<file path="src/rtl/bv4_mul_seq.sv">
// bv4_mul_seq: multi-cycle GF(2^4) multiplier for the tower-field S-box.
// GF(2^4) = GF(2^2)[Y]/(Y^2+Y+N), N = 2'b10, GF(2^2) in normal basis (one = 2'b11).
// One shared bv2_mul is time-multiplexed over the Karatsuba partials
// p = ah*bh, q = al*bl, r = (ah^al)*(bh^bl); ch = r^q, cl = p*N ^ q.
//
// Ports:
//   in_clk     clock, rising edge
//   in_rst_n   asynchronous active-low reset
//   in_valid   operand pair on in_a/in_b is valid
//   out_ready  block accepts operands this cycle (driven by the block)
//   in_a/in_b  GF(2^4) operands {hi[1:0], lo[1:0]}
//   out_valid  out_c holds a finished product
//   in_ready   consumer accepts out_c this cycle
//   out_c      product {ch, cl}
//
// state | meaning
// IDLE  | waiting for operands, out_ready=1
// S_P   | p = ah*bh on the shared multiplier
// S_Q   | q = al*bl on the shared multiplier
// S_R   | r = (ah^al)*(bh^bl), assemble product into out_c
// DONE  | out_valid=1, hold until consumer takes it

module bv2_mul (
    input  logic [1:0] a_i,
    input  logic [1:0] b_i,
    output logic [1:0] c_o
);
    logic e;

    // Normal-basis GF(2^2) product; the shared term e couples both bits.
    assign e      = (a_i[1] ^ a_i[0]) & (b_i[1] ^ b_i[0]);
    assign c_o[1] = (a_i[1] & b_i[1]) ^ e;
    assign c_o[0] = (a_i[0] & b_i[0]) ^ e;
endmodule

module bv4_mul_seq (
    input  logic       in_clk,
    input  logic       in_rst_n,
    input  logic       in_valid,
    output logic       out_ready,
    input  logic [3:0] in_a,
    input  logic [3:0] in_b,
    output logic       out_valid,
    input  logic       in_ready,
    output logic [3:0] out_c
);
    typedef enum logic [2:0] {IDLE, S_P, S_Q, S_R, DONE} state_t;

    state_t     state_q, state_d;
    logic [3:0] opa_q, opb_q;
    logic [1:0] p_q, q_q;
    logic [3:0] c_q;
    logic [1:0] mul_a, mul_b, mul_c;
    logic [1:0] p_scaled;
    logic       accept;

    bv2_mul u_mul (
        .a_i(mul_a),
        .b_i(mul_b),
        .c_o(mul_c)
    );

    assign out_ready = (state_q == IDLE) | ((state_q == DONE) & in_ready);
    assign out_valid = (state_q == DONE);
    assign out_c     = c_q;
    assign accept    = in_valid & out_ready;

    // p*N without a multiplier.
    assign p_scaled  = {p_q[0], p_q[0] ^ p_q[1]};

    always_comb begin
        state_d = state_q;
        mul_a   = 2'b00;
        mul_b   = 2'b00;
        case (state_q)
            IDLE: begin
                if (in_valid) state_d = S_P;
            end
            S_P: begin
                mul_a   = opa_q[3:2];
                mul_b   = opb_q[3:2];
                state_d = S_Q;
            end
            S_Q: begin
                mul_a   = opa_q[1:0];
                mul_b   = opb_q[1:0];
                state_d = S_R;
            end
            S_R: begin
                mul_a   = opa_q[3:2] ^ opa_q[1:0];
                mul_b   = opb_q[3:2] ^ opb_q[1:0];
                state_d = DONE;
            end
            DONE: begin
                if (in_ready) state_d = in_valid ? S_P : IDLE;
            end
            default: state_d = IDLE;
        endcase
    end

    always_ff @(posedge in_clk or negedge in_rst_n) begin
        if (!in_rst_n) begin
            state_q <= IDLE;
            opa_q   <= 4'b0000;
            opb_q   <= 4'b0000;
            p_q     <= 2'b00;
            q_q     <= 2'b00;
            c_q     <= 4'b0000;
        end else begin
            state_q <= state_d;
            if (accept) begin
                opa_q <= in_a;
                opb_q <= in_b;
            end
            if (state_q == S_P) p_q <= mul_c;
            if (state_q == S_Q) q_q <= mul_c;
            // r is used straight off the multiplier; only the product is stored.
            if (state_q == S_R) c_q <= {mul_c ^ q_q, p_scaled ^ q_q};
        end
    end
endmodule

</file>
<file path="config.mk">
export PLATFORM = sky130hd
export DESIGN_NAME = bv4_mul_seq
export DESIGN_NICKNAME = d
export VERILOG_FILES = /design/src/rtl/bv4_mul_seq.sv
export SDC_FILE = /design/constraint.sdc
export NUM_CORES = 1
export LEC_CHECK = 0
export ABC_AREA = 0
export CORE_AREA = 2 2 48 61
export CTS_CLUSTER_DIAMETER = 30
export DETAILED_ROUTE_END_ITERATION = 12
export DIE_AREA = 0 0 50 63
export GPL_TIMING_DRIVEN = 0
export SETUP_SLACK_MARGIN = 0.3
export SLEW_MARGIN = 30
export SYNTH_ARGS = -nofsm -noshare
export SYNTH_HDL_FRONTEND = slang
export SYNTH_SLANG_ARGS = --single-unit
</file>
<file path="constraint.sdc">
create_clock -name in_clk -period 2.5 [get_ports in_clk]
set_input_delay 0.375 -clock in_clk [delete_from_list [all_inputs] [get_ports in_clk]]
set_output_delay 0.375 -clock in_clk [all_outputs]
set_load 0.005 [all_outputs]
</file>
==> metrics.csv <==
stage,metric,value,unit
worst_setup_path,r2r_cells,6,
routing,via_per_inst,4.86,
global_routing,grt_pass1_wl,2970,um
power_and_ir_drop,p_sw,0.681,mW
finish,register_area,475,um2
outcome,status,finished clean,
logic_synthesis,synth.area.top_cells,"dfrtp_1 (48%), mux2_2 (9.1%), xnor2_1 (5.3%)",
worst_setup_path,cp-startpoint,state_q[1],
routing,dr.pass1.iters,3,
logic_synthesis,yosys.cell_count.top_type,dfrtp_1,
timing,skew,0.00417,ns
power_and_ir_drop,power_frac_comb,0.563,
routing,post-route-drc-count,0,
global_routing,grt_max_degree,20,
timing,post-route-period-util,0.829,
placement,place_congestion,0.766,
timing,fin_crit,2.07,ns
logic_synthesis,synth_top_area_share,0.481,
clock_network,cts_setup_buffers,0,
hold_path,hp-class,register to register,
finish,drive_gt1_frac,0.196,
clock_network,clockBufferDepth,2,
worst_setup_path,crit_type,register to output pin,
worst_setup_path,worstPathRequired,2.12,ns
power_and_ir_drop,seq_power_share,0.344,
clock_network,ctsHtreeMaxLevel,1,
clock_network,postCtsHoldBufs,0,
logic_synthesis,yosysSeqAreaShare,0.481,
worst_setup_path,endpoint,out_valid,
finish,multi_input_area,492,um2
worst_setup_path,crit_path_end_kind,output pin,
logic_synthesis,synth_edf_count,0,
logic_synthesis,syn_avg_cell_area,10.9,um2
global_routing,first_global_vias,683,
worst_setup_path,critPathBufInv,2,
logic_synthesis,synthArstFlopShare,1.00,
timing,slew_viol_final,0,
finish,n_antenna_cell,0,
floorplanning,rows,21,
routing,vias,709,
clock_network,cts_tree,built,
clock_network,cts_buffers,3,
floorplanning,core-area,2600,um2
placement,dp_hpwl,1250,um
logic_synthesis,synth_cell_types,25,
worst_setup_path,crit-reg2reg-launch,state_q[1],
floorplanning,ios,18,
logic_synthesis,yosys-top-cells-count,"dfrtp_1 (19), nand2_1 (10), mux2_2 (8)",
clock_network,clock_sinks,19,
worst_setup_path,arrival,1.70,ns
power_and_ir_drop,power_frac_clock,0.093,
routing,postRouteWirelength,1680,um
worst_setup_path,reg2reg_to,out_c[2],
timing,hold_slack,0.484,ns
global_routing,grtUsageTotal,0.125,
timing,hold_viol_final,0,
finish,area_delta_synth_final,24.7,%
power_and_ir_drop,power_density,1390,nW/um2
worst_setup_path,critical_path.slowest_cell,clkdlybuf4s50_1,
timing,slew_headroom,0.436,
clock_network,cts-resized-gates,0,
timing,worstMarginPinSlew,0.843,ns
clock_network,clk_pin_slew,0.11,ns
placement,port_buffers,17,
worst_setup_path,r2r_slack,0.66,ns
power_and_ir_drop,ir_drop,0.529,mV
worst_setup_path,crit_fanout,10,
logic_synthesis,ys_ff_latch,19,
floorplanning,initial_utilization,0.380,
floorplanning,die_area,3150,um2
routing,wire_per_inst,11.5,um
logic_synthesis,ys.flop_type,dfrtp_1,
routing,ant_nets,0,
worst_setup_path,path_depth,3,
routing,drt_iter0_drc,1,
logic_synthesis,syn_inst,91,
power_and_ir_drop,p_int,1.04,mW
worst_setup_path,path_cells,buf_6 > nor3b_1 > clkdlybuf4s50_1,
clock_network,clock_latency,0.30,ns
worst_setup_path,path_delay_family,buffers and inverters,
logic_synthesis,yosysTopAreaCell,dfrtp_1,
power_and_ir_drop,p_sw_frac,0.397,
logic_synthesis,synth_area,988,um2
floorplanning,die_w,50,um
logic_synthesis,yosysWarnings,0,
finish,final_nets,125,
timing,tns,0,ns
hold_path,holdPathStages,2,
floorplanning,die_h,63,um
logic_synthesis,syn-num-nets,103,
power_and_ir_drop,cellLeakagePower,0.498,nW
clock_network,cts_root_buf,clkbuf_4,
timing,rsz0062_at_grt,no,
finish,fill_cells,253,
timing,setup_viol,0,
global_routing,antenna_found_initial,0,
worst_setup_path,max_stage_delay,0.55,ns
worst_setup_path,cp-start-kind,register,
global_routing,grt-ovfl-total,0,
job,maxCapViolCount,0,
timing,fmax,0.482,GHz
[final cells by class]
| class | instances | area share |
|---|---|---|
| multi-input cells | 69 | 0.399 |
| flip-flops and latches | 19 | 0.386 |
| repair buffers | 17 | 0.138 |
| well taps | 34 | 0.0345 |
| clock buffers | 4 | 0.0213 |
| plain buffers | 2 | 0.0183 |
| inverters | 1 | 0.00305 |
[kinds of logic (layout without fill, tap and decap cells)]
group	Yosys count	after routing	synth area share
and+or+nand+nor	31	31	0.162
buffers and inverters	3	24	0.0266
DFF	19	19	0.481
xor gates and xnor gates	13	13	0.123
muxes	9	9	0.101
AOI/OAI and AO/OA	16	16	0.106
[per-layer routing]
layer / vias to the layer above / global-route usage / part of all wire
met5: - / 0 / 0
met4: 0 / 0.0938 / 0.033
met3: 5 / 0.0215 / 0.037
met2: 15 / 0.217 / 0.52
met1: 332 / 0.131 / 0.41
li1: 357 / - / -
[worst min-delay path: stages, from the launching register on]
cell	delay, ns
dfrtp_1	0.36
nand2_1	0.06
o21ai_2	0.05
[power groups by stage]
stage,Sequential (mW),Clock (mW),Combinational (mW)
floorplan,0.574,0,0.752
global placement,0.592,0,0.951
detailed placement,0.598,0,0.974
CTS,0.591,0.169,0.978
global route,0.618,0.183,1.07
finish,0.590,0.160,0.967
[worst min-delay path by stage]
| stage | from | endpoint | slack, ns |
|---|---|---|---|
| finish | out_c[3] | out_c[3] | 0.48 |
| global route | out_c[2] | out_c[2] | 0.52 |
| CTS | out_c[3] | out_c[3] | 0.49 |
| detailed placement | out_c[3] | out_c[3] | 0.47 |
| global placement | out_c[1] | out_c[1] | 0.46 |
| floorplan | in_rst_n | opa_q[0] | 0.08 |
[sequential cells by signal, indices dropped and copies added (netlist names)]
name     flops
p_q          2
state_q      3
opa_q        4
q_q          2
out_c        4
opb_q        4
[placed cells by master (no fill, tap or decap), drive strengths merged]
cell / instances
mux2: 8
mux2i: 1
xor2: 6
a21oi: 6
and3: 2
xnor2: 7
clkdlybuf4s50: 17
o21ai: 6
dfrtp: 19
nand3: 3
buf: 2
nor3b: 4
nor2: 7
a211oi: 1
nand3b: 1
o211ai: 1
a21bo: 1
clkbuf: 4
inv: 1
o41ai: 1
nand2: 13
or4: 1
[per-stage QoR]
stage | setup slack [ns] | total power, mW | cell area [um2] | util | instances
final | 0.427 | 1.72 | 1230 | 0.474 | 146
after global placement | 0.396 | 1.54 | 1200 | 0.462 | 142
after detailed placement | 0.375 | 1.57 | 1200 | 0.462 | 142
after global routing | 0.306 | 1.88 | 1230 | 0.474 | 146
after floorplan | 0.806 | 1.33 | 988 | - | 91
after CTS | 0.354 | 1.74 | 1230 | 0.472 | 146
No activity file was read; power rests on OpenSTA's default activity.
